===== config.mk =====
export PLATFORM = sky130hd
export DESIGN_NAME = cu_backup_ctrl
export DESIGN_NICKNAME = d
export VERILOG_FILES = /design/src/rtl/ic_pkg.sv /design/src/rtl/cu_backup_ctrl.sv
export SDC_FILE = /design/constraint.sdc
export NUM_CORES = 1
export LEC_CHECK = 0
export CORE_ASPECT_RATIO = 1.75
export CORE_MARGIN = 4
export CORE_UTILIZATION = 40
export DETAILED_ROUTE_END_ITERATION = 10
export PLACE_DENSITY = 0.81
export SYNTH_ARGS = -nofsm -noshare
export SYNTH_HDL_FRONTEND = slang
export SYNTH_SLANG_ARGS = --single-unit

===== constraint.sdc =====
create_clock -name Clk -period 6.1 [get_ports Clk]
set_clock_uncertainty 0.2 [all_clocks]
set_input_delay 1.22 -clock Clk [delete_from_list [all_inputs] [get_ports Clk]]
set_output_delay 1.22 -clock Clk [all_outputs]
set_load 0.02 [all_outputs]

===== src/rtl/ic_pkg.sv =====
// ic_pkg -- shared definitions for the CU backup/restore controller.
//   ic_bk_state_e : controller FSM states
//   IC_N_REGS     : default number of CU pipeline control registers
//   IC_BASE_ADDR  : default NVM word address of register 0
package ic_pkg;

  typedef enum logic [2:0] {
    IDLE,
    BK_SEL,
    BK_WR,
    BK_ACK,
    RS_RD,
    RS_APPLY,
    DONE
  } ic_bk_state_e;

  localparam int IC_N_REGS    = 3;
  localparam int IC_BASE_ADDR = 0;

endpackage


===== src/rtl/cu_backup_ctrl.sv =====
// cu_backup_ctrl -- backs up dirty CU pipeline control registers to NVM on a
// supply-low warning, and restores all of them from NVM on power-up.
//
// Ports
//   Clk, Rst            clock, synchronous active-low reset
//   Pwr_warn            supply-low warning, starts a backup (wins over restore)
//   Restore_req         power-up restore request
//   dirty_vals_cu       per-register status, bit 2i = register i dirty
//   backup_Vouts_cu     per-register backup data, slice i at [i*W +: W]
//   backup_ens_cu       one-hot backup enable, held while register i is written
//   backup_acks_cu      one-cycle pulse when register i's write is acknowledged
//   restore_ens_cu      one-cycle load pulse for register i
//   restore_Vins_cu     restored word, replicated on every slice
//   nvm_*               single-outstanding NVM request/ack port
//   stand_by            pipeline freeze, high in every non-IDLE state
//   Bk_done, Rs_done    sequence complete, held until the request drops
module cu_backup_ctrl
  import ic_pkg::*;
#(
  parameter int N_REGS    = IC_N_REGS,
  parameter int W         = 32,
  parameter int AW        = 8,
  parameter int BASE_ADDR = IC_BASE_ADDR
) (
  input  logic                Clk,
  input  logic                Rst,
  input  logic                Pwr_warn,
  input  logic                Restore_req,
  input  logic [2*N_REGS-1:0] dirty_vals_cu,
  input  logic [W*N_REGS-1:0] backup_Vouts_cu,
  output logic [N_REGS-1:0]   backup_ens_cu,
  output logic [N_REGS-1:0]   backup_acks_cu,
  output logic [N_REGS-1:0]   restore_ens_cu,
  output logic [W*N_REGS-1:0] restore_Vins_cu,
  output logic                nvm_req,
  output logic                nvm_we,
  output logic [AW-1:0]       nvm_addr,
  output logic [W-1:0]        nvm_wdata,
  input  logic                nvm_ack,
  input  logic [W-1:0]        nvm_rdata,
  output logic                stand_by,
  output logic                Bk_done,
  output logic                Rs_done
);

  localparam int            IW   = (N_REGS > 1) ? $clog2(N_REGS) : 1;
  localparam logic [IW-1:0] LAST = IW'(N_REGS - 1);

  ic_bk_state_e        state_q;
  logic [IW-1:0]       idx_q;
  logic                bk_mode_q;   // 1: sequence started by Pwr_warn
  logic                abort_q;     // Pwr_warn seen during a restore
  logic [N_REGS-1:0]   bk_ens_q, bk_acks_q, rs_ens_q;
  logic [W*N_REGS-1:0] rs_vins_q;
  logic                req_q, we_q;
  logic [AW-1:0]       addr_q;
  logic [W-1:0]        wdata_q;
  logic                stand_by_q, bk_done_q, rs_done_q;

  logic [N_REGS-1:0]   dirty;
  logic [N_REGS-1:0]   unused_odd;
  logic [W-1:0]        bk_slice [N_REGS];
  logic                abort_now;

  always_comb begin
    dirty      = '0;
    unused_odd = '0;
    for (int i = 0; i < N_REGS; i++) begin
      dirty[i]      = dirty_vals_cu[2*i];
      unused_odd[i] = dirty_vals_cu[2*i+1];
      bk_slice[i]   = backup_Vouts_cu[i*W +: W];
    end
  end

  // A short Pwr_warn pulse is latched in abort_q so it is not lost while a
  // read is still waiting for its ack.
  assign abort_now = abort_q | Pwr_warn;

  function automatic logic [AW-1:0] addr_of(input logic [IW-1:0] i);
    return AW'(BASE_ADDR) + AW'(i);
  endfunction

  function automatic logic [N_REGS-1:0] onehot(input logic [IW-1:0] i);
    return N_REGS'(1) << i;
  endfunction

  always_ff @(posedge Clk) begin
    if (!Rst) begin
      state_q    <= IDLE;
      idx_q      <= '0;
      bk_mode_q  <= 1'b0;
      abort_q    <= 1'b0;
      bk_ens_q   <= '0;
      bk_acks_q  <= '0;
      rs_ens_q   <= '0;
      rs_vins_q  <= '0;
      req_q      <= 1'b0;
      we_q       <= 1'b0;
      addr_q     <= '0;
      wdata_q    <= '0;
      stand_by_q <= 1'b0;
      bk_done_q  <= 1'b0;
      rs_done_q  <= 1'b0;
    end else begin
      // ack and load outputs are single-cycle pulses
      bk_acks_q <= '0;
      rs_ens_q  <= '0;
      unique case (state_q)
        IDLE: begin
          idx_q   <= '0;
          abort_q <= 1'b0;
          if (Pwr_warn) begin
            state_q    <= BK_SEL;
            bk_mode_q  <= 1'b1;
            stand_by_q <= 1'b1;
          end else if (Restore_req) begin
            state_q    <= RS_RD;
            bk_mode_q  <= 1'b0;
            stand_by_q <= 1'b1;
            req_q      <= 1'b1;
            we_q       <= 1'b0;
            addr_q     <= addr_of('0);
          end
        end

        BK_SEL: begin
          if (dirty[idx_q]) begin
            bk_ens_q <= onehot(idx_q);
            req_q    <= 1'b1;
            we_q     <= 1'b1;
            addr_q   <= addr_of(idx_q);
            wdata_q  <= bk_slice[idx_q];
            state_q  <= BK_WR;
          end else if (idx_q == LAST) begin
            state_q   <= DONE;
            bk_done_q <= 1'b1;
          end else begin
            idx_q <= idx_q + 1'b1;
          end
        end

        // request, address and data are left untouched until the ack
        BK_WR: begin
          if (nvm_ack) begin
            req_q     <= 1'b0;
            we_q      <= 1'b0;
            bk_ens_q  <= '0;
            bk_acks_q <= onehot(idx_q);
            state_q   <= BK_ACK;
          end
        end

        BK_ACK: begin
          if (idx_q == LAST) begin
            state_q   <= DONE;
            bk_done_q <= 1'b1;
          end else begin
            idx_q   <= idx_q + 1'b1;
            state_q <= BK_SEL;
          end
        end

        // an abort never drops an outstanding read; it is acted on at the ack
        RS_RD: begin
          if (Pwr_warn) abort_q <= 1'b1;
          if (nvm_ack) begin
            req_q <= 1'b0;
            if (abort_now) begin
              state_q   <= BK_SEL;
              idx_q     <= '0;
              bk_mode_q <= 1'b1;
              abort_q   <= 1'b0;
            end else begin
              rs_vins_q <= {N_REGS{nvm_rdata}};
              rs_ens_q  <= onehot(idx_q);
              state_q   <= RS_APPLY;
            end
          end
        end

        RS_APPLY: begin
          if (abort_now) begin
            state_q   <= BK_SEL;
            idx_q     <= '0;
            bk_mode_q <= 1'b1;
            abort_q   <= 1'b0;
          end else if (idx_q == LAST) begin
            state_q   <= DONE;
            rs_done_q <= 1'b1;
          end else begin
            idx_q   <= idx_q + 1'b1;
            state_q <= RS_RD;
            req_q   <= 1'b1;
            we_q    <= 1'b0;
            addr_q  <= addr_of(idx_q + 1'b1);
          end
        end

        // hold the done flag until the originating request is released
        DONE: begin
          if (bk_mode_q ? !Pwr_warn : !Restore_req) begin
            state_q    <= IDLE;
            idx_q      <= '0;
            stand_by_q <= 1'b0;
            bk_done_q  <= 1'b0;
            rs_done_q  <= 1'b0;
          end
        end

        default: state_q <= IDLE;
      endcase
    end
  end

  assign backup_ens_cu   = bk_ens_q;
  assign backup_acks_cu  = bk_acks_q;
  assign restore_ens_cu  = rs_ens_q;
  assign restore_Vins_cu = rs_vins_q;
  assign nvm_req         = req_q;
  assign nvm_we          = we_q;
  assign nvm_addr        = addr_q;
  assign nvm_wdata       = wdata_q;
  assign stand_by        = stand_by_q;
  assign Bk_done         = bk_done_q;
  assign Rs_done         = rs_done_q;

endmodule


# Word-level counts from Yosys, hierarchy flattened
# Cells that the tools add are included.
[op_classes]
n_addsub = 1
magnitude_cmp = 2
eq_ne = 22
shift = 1
n_mux = 64
n_bitwise = 6
n_reduce_logical = 28
[op_table]
columns = ["cell", "count"]
rows = [
  ["$bmux 32 s2", 1],
  ["$mux 32", 2],
  ["$mux 8", 5],
  ["$mux 3", 12],
  ["$mux 1", 25],
  ["$ne 2x2->1 const B", 12],
  ["$pmux 8 s3", 1],
  ["$pmux 3 s7", 1],
  ["$reduce_and 3->1", 6],
  ["$mux 2", 7],
  ["$reduce_and 7->1", 2],
  ["$pmux 2 s6", 1],
  ["$reduce_and 5->1", 2],
  ["$eq 3x3->1 const B", 3],
  ["$pmux 1 s3", 3],
  ["$reduce_bool 3->1", 3],
  ["$pmux 1 s4", 2],
  ["$reduce_bool 4->1", 2],
  ["$eq 3x2->1 const B", 2],
  ["$ne 3x3->1 const B", 2],
  ["$pmux 3 s2", 1],
  ["$reduce_and 6->1", 1],
  ["$reduce_bool 2->1", 3],
  ["$reduce_bool 6->1", 1],
  ["18 further kinds", 24],
]
[word_totals]
reg_bits = 157
input_bits = 139
output_inout_bits = 150
wordCells = 139

# Logic depth before layout (Yosys ltp)
[depth]
word_depth = 4
depth_mapped = 8
depth_no_buf = 6

# Least setup slack after synthesis
# Ideal clock, no wire load.
[synth_path]
path_kind = "input to register"
start = "in Pwr_warn"
end = "reg req_q (netlist: nvm_req)"
setup_ns = 0.118
arrival_time_ns = 2.288
t_required_ns = 5.782
slack_ns = 3.495
path_stages = 5
path_buffers = 1
cell_sequence = "buf_2 -> nor2_1 -> o2bb2ai_1 -> or4_1 -> o2111a_1"
[synth_via]
elab_chain_cells = 3
word_cells_on_any_way = 4
classes_between = "eq/ne (2); bitwise (1); reduce/logical (1)"
[synth_lines]
columns = ["item", "line", "source"]
rows = [
  ["start, declared", "cu_backup_ctrl.sv:27", "input logic Pwr_warn,"],
  ["$or 1x1->1", "cu_backup_ctrl.sv:77", "assign abort_now = abort_q | Pwr_warn;"],
  ["$ne 2x2->1 (no source line)", "-", ""],
  ["$reduce_and 7->1 (no source line) (*)", "-", ""],
  ["end signal, assigned", "cu_backup_ctrl.sv:97", "req_q <= 1'b0;"],
  ["end signal, assigned", "cu_backup_ctrl.sv:120", "req_q <= 1'b1;"],
  ["end signal, assigned", "cu_backup_ctrl.sv:129", "req_q <= 1'b1;"],
  ["end, declared", "cu_backup_ctrl.sv:55", "logic req_q, we_q;"],
]
# Mark *: on every way between the ends. The rest lies on a longest branch, timed or not.
# A chain may end at the register's enable or synchronous reset.

# Worst setup path in the final report
[layout_path]
start = "in Pwr_warn"
end = "reg rs_vins_q[73] (netlist: restore_Vins_cu[73])"
[layout_via]
elab_chain_cells = 3
[layout_lines]
columns = ["item", "line", "source"]
rows = [
  ["$or 1x1->1", "cu_backup_ctrl.sv:77", ""],
  ["$not 1->1 (no source line)", "-", ""],
  ["$reduce_and 3->1 (no source line)", "-", ""],
  ["end signal, assigned", "cu_backup_ctrl.sv:174", "rs_vins_q <= {N_REGS{nvm_rdata}};"],
  ["end, declared", "cu_backup_ctrl.sv:54", "logic [W*N_REGS-1:0] rs_vins_q;"],
]
# No other way between the ends.

==> key figures <==
Placement
  – DP HPWL: 12400 um
  – Placed Cells: 906
  – Buffers on Ports: 279
  – Place WS: 2.10 ns
  – Cell Area, Placed: 0.00710 mm2
  – Final RePlAce weighted congestion: 0.892

Floorplan
  – Die X: 91.1 um
  – Die area: 0.0140 mm2
  – Core outline area: 0.0117 mm2
  – Starting Density: 0.412
  – Die span in y: 153 um
  – Rows: 52
  – I/O Pins: 289

STA
  – Setup ws final: 2.39 ns
  – Setup violations, final: 0
  – Worst-margin pin slew: 1.22 ns
  – TNS Setup: 0 ns
  – Slew margin rel.: 0.187
  – RSZ-0062 raised after global routing: false
  – Final Hold Viols: 0
  – Max-slew violation count: 0
  – Final min period: 3.71 ns
  – Peak Freq: 0.270 GHz
  – Fin crit share: 0.607

Critical path
  – Reg2reg end: restore_Vins_cu[73]
  – Crit Path Max Fanout: 34
  – Critical R2R Launch: state_q[2]
  – CP Data Required Time: 6.16 ns
  – Arr. time, crit path: 3.77 ns
  – Slowest CP cell: and3b_1
  – Reg2Reg Depth: 4
  – Worst path max stage delay: 1.05 ns
  – Startpoint Class: input pin
  – Critical path class: input pin to flip-flop
  – Critical path endpoint category: flip-flop
  – Crit path cell chain: clkdlybuf4s50_1 > nor4b_2 > and3b_1 > nand2_1 > a21oi_1
  – R2R setup slack: 3.05 ns

CTS
  – H-tree levels: 3
  – Clk sinks: 87
  – Root Buffer: clkbuf_16
  – CTS tree: yes
  – Skew-Pair Late Insertion Delay: 0.34 ns
  – Clk pin slew, worst setup/hold paths: 0.06 ns
  – Number of CTS-inserted buffers: 9
  – Max clock buf depth: 2
  – Post_cts resized: 0
  – Post-CTS Setup Bufs: 0
  – Hold-fix buffers at CTS: 0

Yosys
  – Synth Area in Compound Gates: 0.217
  – Top post-synthesis cells by area: dfxtp_1 36%, buf_4 12%, a21oi_1 11%, mux2i_1 8.1%, nand2_1 6.0%
  – Post-synthesis sequential area ratio: 0.361
  – Mapped Cells: 596
  – Flops & latches, synth: 87
  – Synth Area in Simple Gates: 0.162
  – Multiplexer share of the synthesized area: 0.0808
  – Synth Area in Adders: 0.0104
  – Most used DFF post-synth: dfxtp_1
  – Asr flop ratio synth: 0
  – Netlist cell types: 51
  – Main combinational cell family by area after synthesis: compound AO/OA/AOI/OAI gates
  – Yosys top cell by area: dfxtp_1
  – Post-synth EDFFs: 0
  – Post-Synth XOR/XNOR Area: 0.00181
  – Yosys top cell area share: 0.361
  – Netlist Area Pre-Place: 0.00483 mm2
  – Warnings from Yosys: 0
  – Mapped Avg Cell Area: 8.10 um2

Detailed routing
  – Antenna Nets Post-Route: 0
  – Aggregate routed wire length: 15700 um
  – Router iterations before antenna repair: 4
  – Avg WL per Cell: 17.0 um
  – Vias: 4901
  – Vias per cell: 5.32
  – DRT iter0 DRCs: 285
  – # DRC: 0

GRT
  – GR met3 Demand/Resource: 0.0541
  – Met1 Use GR: 0.215
  – Vias in the first global route: 4896
  – Largest net degree at the start of global routing: 46
  – Initial antenna violation count: 0
  – Gr busiest metal: met2
  – GRT Overall Usage: 0.220
  – Routing usage on met2: 0.420
  – First-pass GRT wire length: 24900 um
  – GR Overflow Total: 0

Layout
  – Register area: 0.00174 mm2
  – Multi-input combinational cell area: 0.00232 mm2
  – Ant diodes: 0
  – Finished Layout Cells: 922
  – Share of cells above drive strength 1: 0.0483
  – Fin util: 0.633
  – Nets@finish: 925
  – Synthesis-to-layout area growth: 53.6%
  – Filler instances: 998
  – Final Instance Area: 0.00742 mm2

Job
  – Max_cap viols: 0

Power
  – Sw Pwr: 891 uW
  – PwrDens: 321 mW/mm2
  – Maximum VDD drop: 0.147 mV
  – Combinational group share of total power: 0.435
  – P_int: 1.49 mW
  – Lkg Pwr: 2.62 nW
  – Sw Ratio: 0.374
  – Sequential share of power: 0.325
  – Proportion of power drawn by the clock network: 0.240

Worst hold path
  – Hold Path Class: flip-flop to flip-flop
  – Hold Crit Depth: 2
  – Hold Path End: stand_by
  – Hold path start: stand_by

Status
  – Run status: complete, no violations
-- critical path, delay by kind of cell --
family                 cells  cell delay (ns)
AOI/OAI and AO/OA          1             0.18
buffers and inverters      1             0.62
and+or+nand+nor            3             1.73
-- stage by stage --
step,power [mW],hold WS (ns)
floorplan,1.47,0.313
global placement,1.80,0.255
detailed placement,1.82,0.265
CTS,2.40,0.278
global route,2.52,0.296
finish,2.38,0.279
-- flip-flops by register name, summed over array words and instances (netlist names) --
name / cells
nvm_wdata: 32
restore_Vins_cu: 32
backup_acks_cu: 3
backup_ens_cu: 3
restore_ens_cu: 3
state_q: 3
idx_q: 2
nvm_addr: 2
Bk_done: 1
Rs_done: 1
abort_q: 1
bk_mode_q: 1
nvm_req: 1
nvm_we: 1
stand_by: 1
-- kinds of logic after synthesis --
kind of cell | after synthesis
compound gates | 174
simple gates | 168
buf+inv | 122
flops | 87
mux | 39
fa+ha+maj | 4
other cells | 1
xor+xnor | 1
-- layout by cell type (no fill, tap or decap), types with 5 or more instances in the layout --
cell type	instances
conb_1	6
nor2b_1	6
buf_4	8
nor2_1	43
nor3_1	6
mux2i_1	39
o21ai_0	8
dfxtp_1	86
clkbuf_16	9
nand2b_1	5
clkdlybuf4s50_1	279
a211oi_1	32
a21oi_1	108
nand3_1	9
nand2_1	77
and3_1	6
-- worst max path at each step --
stage	to	start	slack, ns	depth (start not counted)
after global routing	restore_Vins_cu[77]	Pwr_warn	2.15	5
final	restore_Vins_cu[73]	Pwr_warn	2.39	5
after floorplan	nvm_req	Pwr_warn	3.49	5
after detailed placement	restore_Vins_cu[93]	Pwr_warn	2.10	5
after CTS	restore_Vins_cu[73]	Pwr_warn	2.42	5
after global placement	restore_Vins_cu[91]	Pwr_warn	2.16	5
-- routing by layer --
layer	share of wire	wire, um
met1	0.34	5270
met2	0.55	8670
met3	0.079	1240
met4	0.033	521
met5	0	0
-- power by group through the flow --
stage | logic (mW) | registers, mW | clock network (mW)
after floorplan | 0.664 | 0.809 | 0
after global placement | 1.02 | 0.778 | 0
after detailed placement | 1.04 | 0.784 | 0
after CTS | 1.04 | 0.773 | 0.586
after global routing | 1.12 | 0.793 | 0.607
final | 1.04 | 0.774 | 0.572
-- synthesized netlist by cell type, types with 2 or more instances --
cell type,count
a21oi_1,108
dfxtp_1,87
buf_4,78
nand2_1,77
nor2_1,45
mux2i_1,39
a211oi_1,32
buf_2,16
clkbuf_1,16
nand3_1,9
o21ai_0,8
and3_1,6
nor2b_1,6
nor3_1,6
nand2b_1,5
and3b_1,4
buf_6,4
ha_1,4
inv_1,4
buf_1,3
o211ai_1,3
o21ai_1,3
a211oi_2,2
nand3b_1,2
o211a_1,2
o21a_1,2
-- layout make-up --
type / count / share of cell area
Timing Repair Buffer: 287 / 0.385
Multi-Input combinational cell: 392 / 0.312
Sequential cell: 87 / 0.235
Clock buffer: 11 / 0.0341
Tap cell: 135 / 0.0228
Clock inverter: 5 / 0.00860
Inverter: 5 / 0.00253
(Power assumes the default switching activity.)
